## src/rtl/bht_gshare.sv

```systemverilog
// Gshare branch history table: PC slice XOR global history indexes saturating
// counters, with speculative/restored history and a sequenced table flush.
module bht_gshare #(
  parameter int unsigned VLEN      = 32,
  parameter int unsigned NrEntries = 32,
  parameter int unsigned HistLen   = 3,
  parameter int unsigned CtrWidth  = 2,
  parameter bit          RVC       = 1'b1
) (
  input  logic               clk_i,
  input  logic               rst_ni,
  input  logic               flush_i,
  output logic               busy_o,
  input  logic               lookup_valid_i,
  input  logic [VLEN-1:0]    lookup_pc_i,
  output logic               lookup_taken_o,
  output logic [HistLen-1:0] lookup_ghr_o,
  input  logic               spec_valid_i,
  input  logic               spec_taken_i,
  input  logic               update_valid_i,
  input  logic [VLEN-1:0]    update_pc_i,
  input  logic [HistLen-1:0] update_ghr_i,
  input  logic               update_taken_i,
  input  logic               update_mispredict_i
);

  localparam int unsigned IdxBits = $clog2(NrEntries);
  localparam int unsigned PcLsb   = RVC ? 1 : 2;
  localparam logic [CtrWidth-1:0] CtrInit = CtrWidth'((1 << (CtrWidth - 1)) - 1);
  localparam logic [CtrWidth-1:0] CtrMax  = '1;
  localparam logic [IdxBits-1:0]  LastIdx = IdxBits'(NrEntries - 1);

  if (NrEntries < 2 || (1 << IdxBits) != NrEntries) begin : g_badEntries
    $error("bht_gshare: NrEntries must be a power of 2 and >= 2");
  end
  if (HistLen < 1 || HistLen > IdxBits) begin : g_badHist
    $error("bht_gshare: HistLen must be in 1..IdxBits");
  end
  if (CtrWidth < 2 || CtrWidth > 4) begin : g_badCtr
    $error("bht_gshare: CtrWidth must be in 2..4");
  end
  if (PcLsb + IdxBits > VLEN) begin : g_badVlen
    $error("bht_gshare: VLEN too narrow for the index slice");
  end

  typedef enum logic {IDLE, SWEEP} state_e;

  state_e              r_state, w_stateNext;
  logic [IdxBits-1:0]  r_ptr, w_ptrNext;
  logic [HistLen-1:0]  r_ghr, w_ghrNext, w_restoreGhr, w_specGhr;
  logic [CtrWidth-1:0] r_table [NrEntries];
  logic                w_busy, w_sweepEn, w_flushStart, w_updEn;
  logic [IdxBits-1:0]  w_lookupIdx, w_updateIdx;
  logic [CtrWidth-1:0] w_lookupCtr, w_updCtr, w_updNext;
  logic                w_unusedBits;

  assign w_unusedBits = ^{lookup_pc_i, update_pc_i};

  assign w_lookupIdx = lookup_pc_i[PcLsb +: IdxBits] ^ IdxBits'(r_ghr);
  assign w_updateIdx = update_pc_i[PcLsb +: IdxBits] ^ IdxBits'(update_ghr_i);
  assign w_lookupCtr = r_table[w_lookupIdx];
  assign w_updCtr    = r_table[w_updateIdx];

  always_comb begin
    w_stateNext = r_state;
    w_ptrNext   = r_ptr;
    w_busy      = 1'b0;
    w_sweepEn   = 1'b0;
    case (r_state)
      IDLE: begin
        if (flush_i) begin
          w_stateNext = SWEEP;
          w_ptrNext   = '0;
        end
      end
      SWEEP: begin
        w_busy    = 1'b1;
        w_sweepEn = 1'b1;
        w_ptrNext = r_ptr + 1'b1;
        if (r_ptr == LastIdx) w_stateNext = IDLE;
      end
      default: w_stateNext = IDLE;
    endcase
  end

  always_ff @(posedge clk_i or negedge rst_ni) begin
    if (!rst_ni) begin
      r_state <= IDLE;
      r_ptr   <= '0;
    end else begin
      r_state <= w_stateNext;
      r_ptr   <= w_ptrNext;
    end
  end

  // A flush in IDLE swallows any update arriving in the same cycle.
  assign w_flushStart = (r_state == IDLE) && flush_i;
  assign w_updEn      = update_valid_i && !w_busy && !flush_i;

  if (HistLen == 1) begin : g_hist1
    assign w_restoreGhr = update_taken_i;
    assign w_specGhr    = spec_taken_i;
  end else begin : g_histN
    assign w_restoreGhr = {update_ghr_i[HistLen-2:0], update_taken_i};
    assign w_specGhr    = {r_ghr[HistLen-2:0], spec_taken_i};
  end

  always_comb begin
    w_ghrNext = r_ghr;
    if (w_flushStart || w_busy) begin
      w_ghrNext = '0;
    end else if (update_valid_i && update_mispredict_i) begin
      w_ghrNext = w_restoreGhr;
    end else if (spec_valid_i) begin
      w_ghrNext = w_specGhr;
    end
  end

  always_ff @(posedge clk_i or negedge rst_ni) begin
    if (!rst_ni) r_ghr <= '0;
    else         r_ghr <= w_ghrNext;
  end

  always_comb begin
    w_updNext = w_updCtr;
    if (update_taken_i) begin
      if (w_updCtr != CtrMax) w_updNext = w_updCtr + 1'b1;
    end else begin
      if (w_updCtr != '0) w_updNext = w_updCtr - 1'b1;
    end
  end

  // Sweep and update never collide: updates are suppressed while busy.
  always_ff @(posedge clk_i or negedge rst_ni) begin
    if (!rst_ni) begin
      for (int i = 0; i < NrEntries; i++) r_table[i] <= CtrInit;
    end else if (w_sweepEn) begin
      r_table[r_ptr] <= CtrInit;
    end else if (w_updEn) begin
      r_table[w_updateIdx] <= w_updNext;
    end
  end

  assign busy_o         = w_busy;
  assign lookup_taken_o = lookup_valid_i && !w_busy && w_lookupCtr[CtrWidth-1];
  assign lookup_ghr_o   = r_ghr;

endmodule
```

## config.mk

```make
export PLATFORM = sky130hd
export DESIGN_NAME = bht_gshare
export DESIGN_NICKNAME = d
export VERILOG_FILES = /design/src/rtl/bht_gshare.sv
export SDC_FILE = /design/constraint.sdc
export NUM_CORES = 1
export LEC_CHECK = 0
export ABC_AREA = 1
export BUFFER_PORTS_ARGS = -buffer_cell sky130_fd_sc_hd__buf_4
export CAP_MARGIN = 20
export CORE_MARGIN = 2
export CORE_UTILIZATION = 63
export CTS_CLUSTER_SIZE = 14
export DETAILED_ROUTE_END_ITERATION = 8
export GPL_TIMING_DRIVEN = 0
export PLACE_DENSITY = 0.87
export REMOVE_ABC_BUFFERS = 1
export SYNTH_ARGS = -nofsm -noshare
export SYNTH_HDL_FRONTEND = slang
export SYNTH_SLANG_ARGS = --single-unit
```

## constraint.sdc

```tcl
create_clock -name clk_i -period 3.5 [get_ports clk_i]
set_input_delay 0.175 -clock clk_i [delete_from_list [all_inputs] [get_ports clk_i]]
set_output_delay 0.175 -clock clk_i [all_outputs]
set_load 0.01 [all_outputs]
```

==> flow_metrics.env <==
export IMPL_wl_mm=19.3
export IMPL_grt_pass1_wl_mm=30.9
export IMPL_dieArea_mm2=0.00989
export IMPL_critPathMaxFanout=33
export IMPL_cts_buffers=9
export IMPL_maxSlewViolCount=0
export IMPL_critPathKind="in2reg"
export IMPL_drtIter0Drc=855
export IMPL_crit_top_cell="nand2_1"
export IMPL_cp_start_kind="input port"
export IMPL_drive_gt1_share_pct=11.0
export IMPL_worstPathArrival_ps=3540
export IMPL_rr_endpoint="r_table[24]"
export IMPL_synth_area_mm2=0.00574
export IMPL_clock_sinks=73
export IMPL_path_clk_slew_ps=80
export IMPL_maxSlewHeadroom_pct=23.7
export IMPL_powerDensity_mw_per_mm2=766
export IMPL_cts_tree="built"
export IMPL_min_delay_path_class="in2reg"
export IMPL_finalCriticalPeriod_ps=3210
export IMPL_outcome="completed"
export IMPL_ff2ff_path_depth=10
export IMPL_yosysSeqAreaShare_pct=32.5
export IMPL_first_pass_iters=8
export IMPL_grt_pass1_vias=6461
export IMPL_seq_area_mm2=0.00187
export IMPL_crit_chain="buf_4 > nand2_1 > nand2_1 > buf_16 > nand2_1 > nand3_1 > nand3_1 > nand2_1 > nor2_1 > nand3b_4 > nand2_4 > nand2_4 > nand3_1 > nand2_1"
export IMPL_fp_dieW_um=99.4
export IMPL_multiInputGateArea_mm2=0.00318
export IMPL_vias=6742
export IMPL_max_cap_viol_count=0
export IMPL_tightest_slew_ps=1140
export IMPL_setup_viol=0
export IMPL_grt_max_degree=102
export IMPL_synthDistinctLibCells=38
export IMPL_fillers=736
export IMPL_n_antenna_cell=0
export IMPL_routabilityCongestion=0.961
export IMPL_grt_total_usage_pct=39.6
export IMPL_cp_top_family="simple AND/OR/NAND/NOR gates"
export IMPL_wl_per_cell_um=19.1
export IMPL_period_share_pct=91.8
export IMPL_critPathRequiredTime_ps=3830
export IMPL_avgSynthCellArea_um2=6.37
export IMPL_ios=81
export IMPL_crit_path_end_kind="flop"
export IMPL_final_util_pct=69.8
export IMPL_rsz0062_at_grt="false"
export IMPL_insertion_delay_ps=410
export IMPL_finalSetupTns_ps=0
export IMPL_leakage_uw=0.00270
export IMPL_reg2reg_slack_ps=920
export IMPL_io_buffers=26
export IMPL_clock_path_buffers=2
export IMPL_root_buffer="clkbuf_8"
export IMPL_core_area_mm2=0.00876
export IMPL_cp_endpoint="r_table[24]"
export IMPL_num_rows=34
export IMPL_postCtsSetupBuffers=0
export IMPL_worst_clock_skew_ps=8.41
export IMPL_yosysWarningCount=0
export IMPL_drcViolationCount=0
export IMPL_nets=978
export IMPL_slowest_stage="nand2_1"
export IMPL_vias_per_cell=6.68
export IMPL_detail_route_antenna_nets=0
export IMPL_initial_core_util_pct=65.5
export IMPL_crit_start="update_ghr_i[0]"
export IMPL_critPathBufInv=2
export IMPL_antenna_found_initial=0
export IMPL_area_growth_pct=6.67
export IMPL_post_dp_hpwl_mm=12.1
export IMPL_path_depth=14
export IMPL_slowest_delay_ps=540
export IMPL_synthCells=901
export IMPL_fmax_mhz=311
export IMPL_peakVddDrop_v=0.000549
export IMPL_synth_seq_cells=73
export IMPL_overflow=0
export IMPL_htreeDepth=3
export IMPL_hold_viol_final=0
export IMPL_chipHeight_um=99.4
export IMPL_r2r_start="r_table[29]"
-- power breakdown --
| group | internal [µW] | switching, µW | total, µW |
|---|---|---|---|
| logic | 745 | 1520 | 2260 |
| clock network | 327 | 380 | 706 |
| registers | 1360 | 357 | 1720 |
-- tightest hold or removal path, delay by kind of cell --
family	cells	cell delay [ps]
buf+inv	1	70
mux	1	50
compound gates	1	100
-- repair_timing --
action / in CTS / in global routing
hold endpoints to repair: 34 / 0
hold buffers: 1 / 0
gates resized for setup: 1 / 0
endpoints found under the setup margin: 2 / 0
-- layout make-up --
type                    instances  area share (%)
inverters                     124            7.65
clock inverters                 7            1.17
well taps                     108            2.21
clock buffers                   9            2.02
flip-flops and latches         73            30.6
multi-input cells             659            51.9
repair buffers                 30            4.50
-- Yosys cell counts, drive strengths merged --
cell    number  area [µm²]
nand2      177         697
nand3      155         791
inv        122         458
nor2       107         407
a21oi       86         430
nor3        44         225
dfrtp       41        1030
dfstp       32         841
o21ai       32         160
a31oi       27         169
buf         24         159
clkbuf      21        78.8
o211ai      10        80.1
ha           5        62.6
xnor2        3        33.8
clkinv       2        7.51
mux2i        2        20.0
o21bai       2        15.0
o22ai        2        12.5
a211oi       1        7.51
a31o         1        8.76
nand3b       1        11.3
nand4        1        6.26
o21a         1        7.51
or2          1        6.26
xor2         1        16.3
-- logic make-up (layout without fill, tap and decap cells) --
group,Yosys count,after routing,share of synthesized area [%]
compound gates,162,162,15.5
xor+xnor,4,4,0.873
fa+ha+maj,5,5,1.09
buf+inv,169,170,12.3
flops,73,73,32.5
mux,2,2,0.349
simple gates,486,486,37.4
-- layer usage --
layer,share of wire [%],global-route usage [%],wire length (µm)
met3,14,8.29,2620
met2,44,60.4,8560
met4,6.5,26.2,1260
met1,36,50.8,6900
met5,0,0,0
-- placed cells by master (no fill, tap or decap), drive strengths merged, types with 2 or more instances in the layout --
master	n
nand2	177
nand3	155
inv	122
nor2	107
a21oi	86
nor3	44
dfrtp	41
dfstp	32
o21ai	32
buf	29
a31oi	27
o211ai	10
clkbuf	9
ha	5
clkinv	5
clkinvlp	3
xnor2	3
o22ai	2
mux2i	2
o21bai	2
-- flip-flops by register name, indices dropped and copies added, names as in the netlist --
register      flops
r_table          64
lookup_ghr_o      3
r_state           1
r_ptr             5
-- per-stage QoR --
| step | instance area (µm²) | total power, µW | instances | worst slack (ps) | hold WS [ps] |
|---|---|---|---|---|---|
| floorplan | 5500 | 3170 | 856 | -625 | -121 |
| global placement | 5830 | 3710 | 990 | -2180 | 371 |
| detailed placement | 5890 | 3860 | 992 | -306 | 378 |
| CTS | 6100 | 4550 | 1009 | 352 | 85.0 |
| global route | 6120 | 4940 | 1010 | 149 | 108 |
| finish | 6120 | 4690 | 1010 | 288 | 50.1 |
-- worst min-delay path by stage --
| stage | from | end | slack, ps | cells past startpoint |
|---|---|---|---|---|
| final | spec_taken_i | lookup_ghr_o[0] | 50 | 3 |
| after global routing | spec_taken_i | lookup_ghr_o[0] | 110 | 3 |
| after CTS | spec_taken_i | lookup_ghr_o[0] | 80 | 3 |
| after detailed placement | rst_ni | r_table[57] | 380 | 1 |
| after global placement | rst_ni | r_table[57] | 370 | 1 |
| after floorplan | rst_ni | lookup_ghr_o[0] | -120 | 0 |
Note: power is estimated with default switching activity, not from simulation.
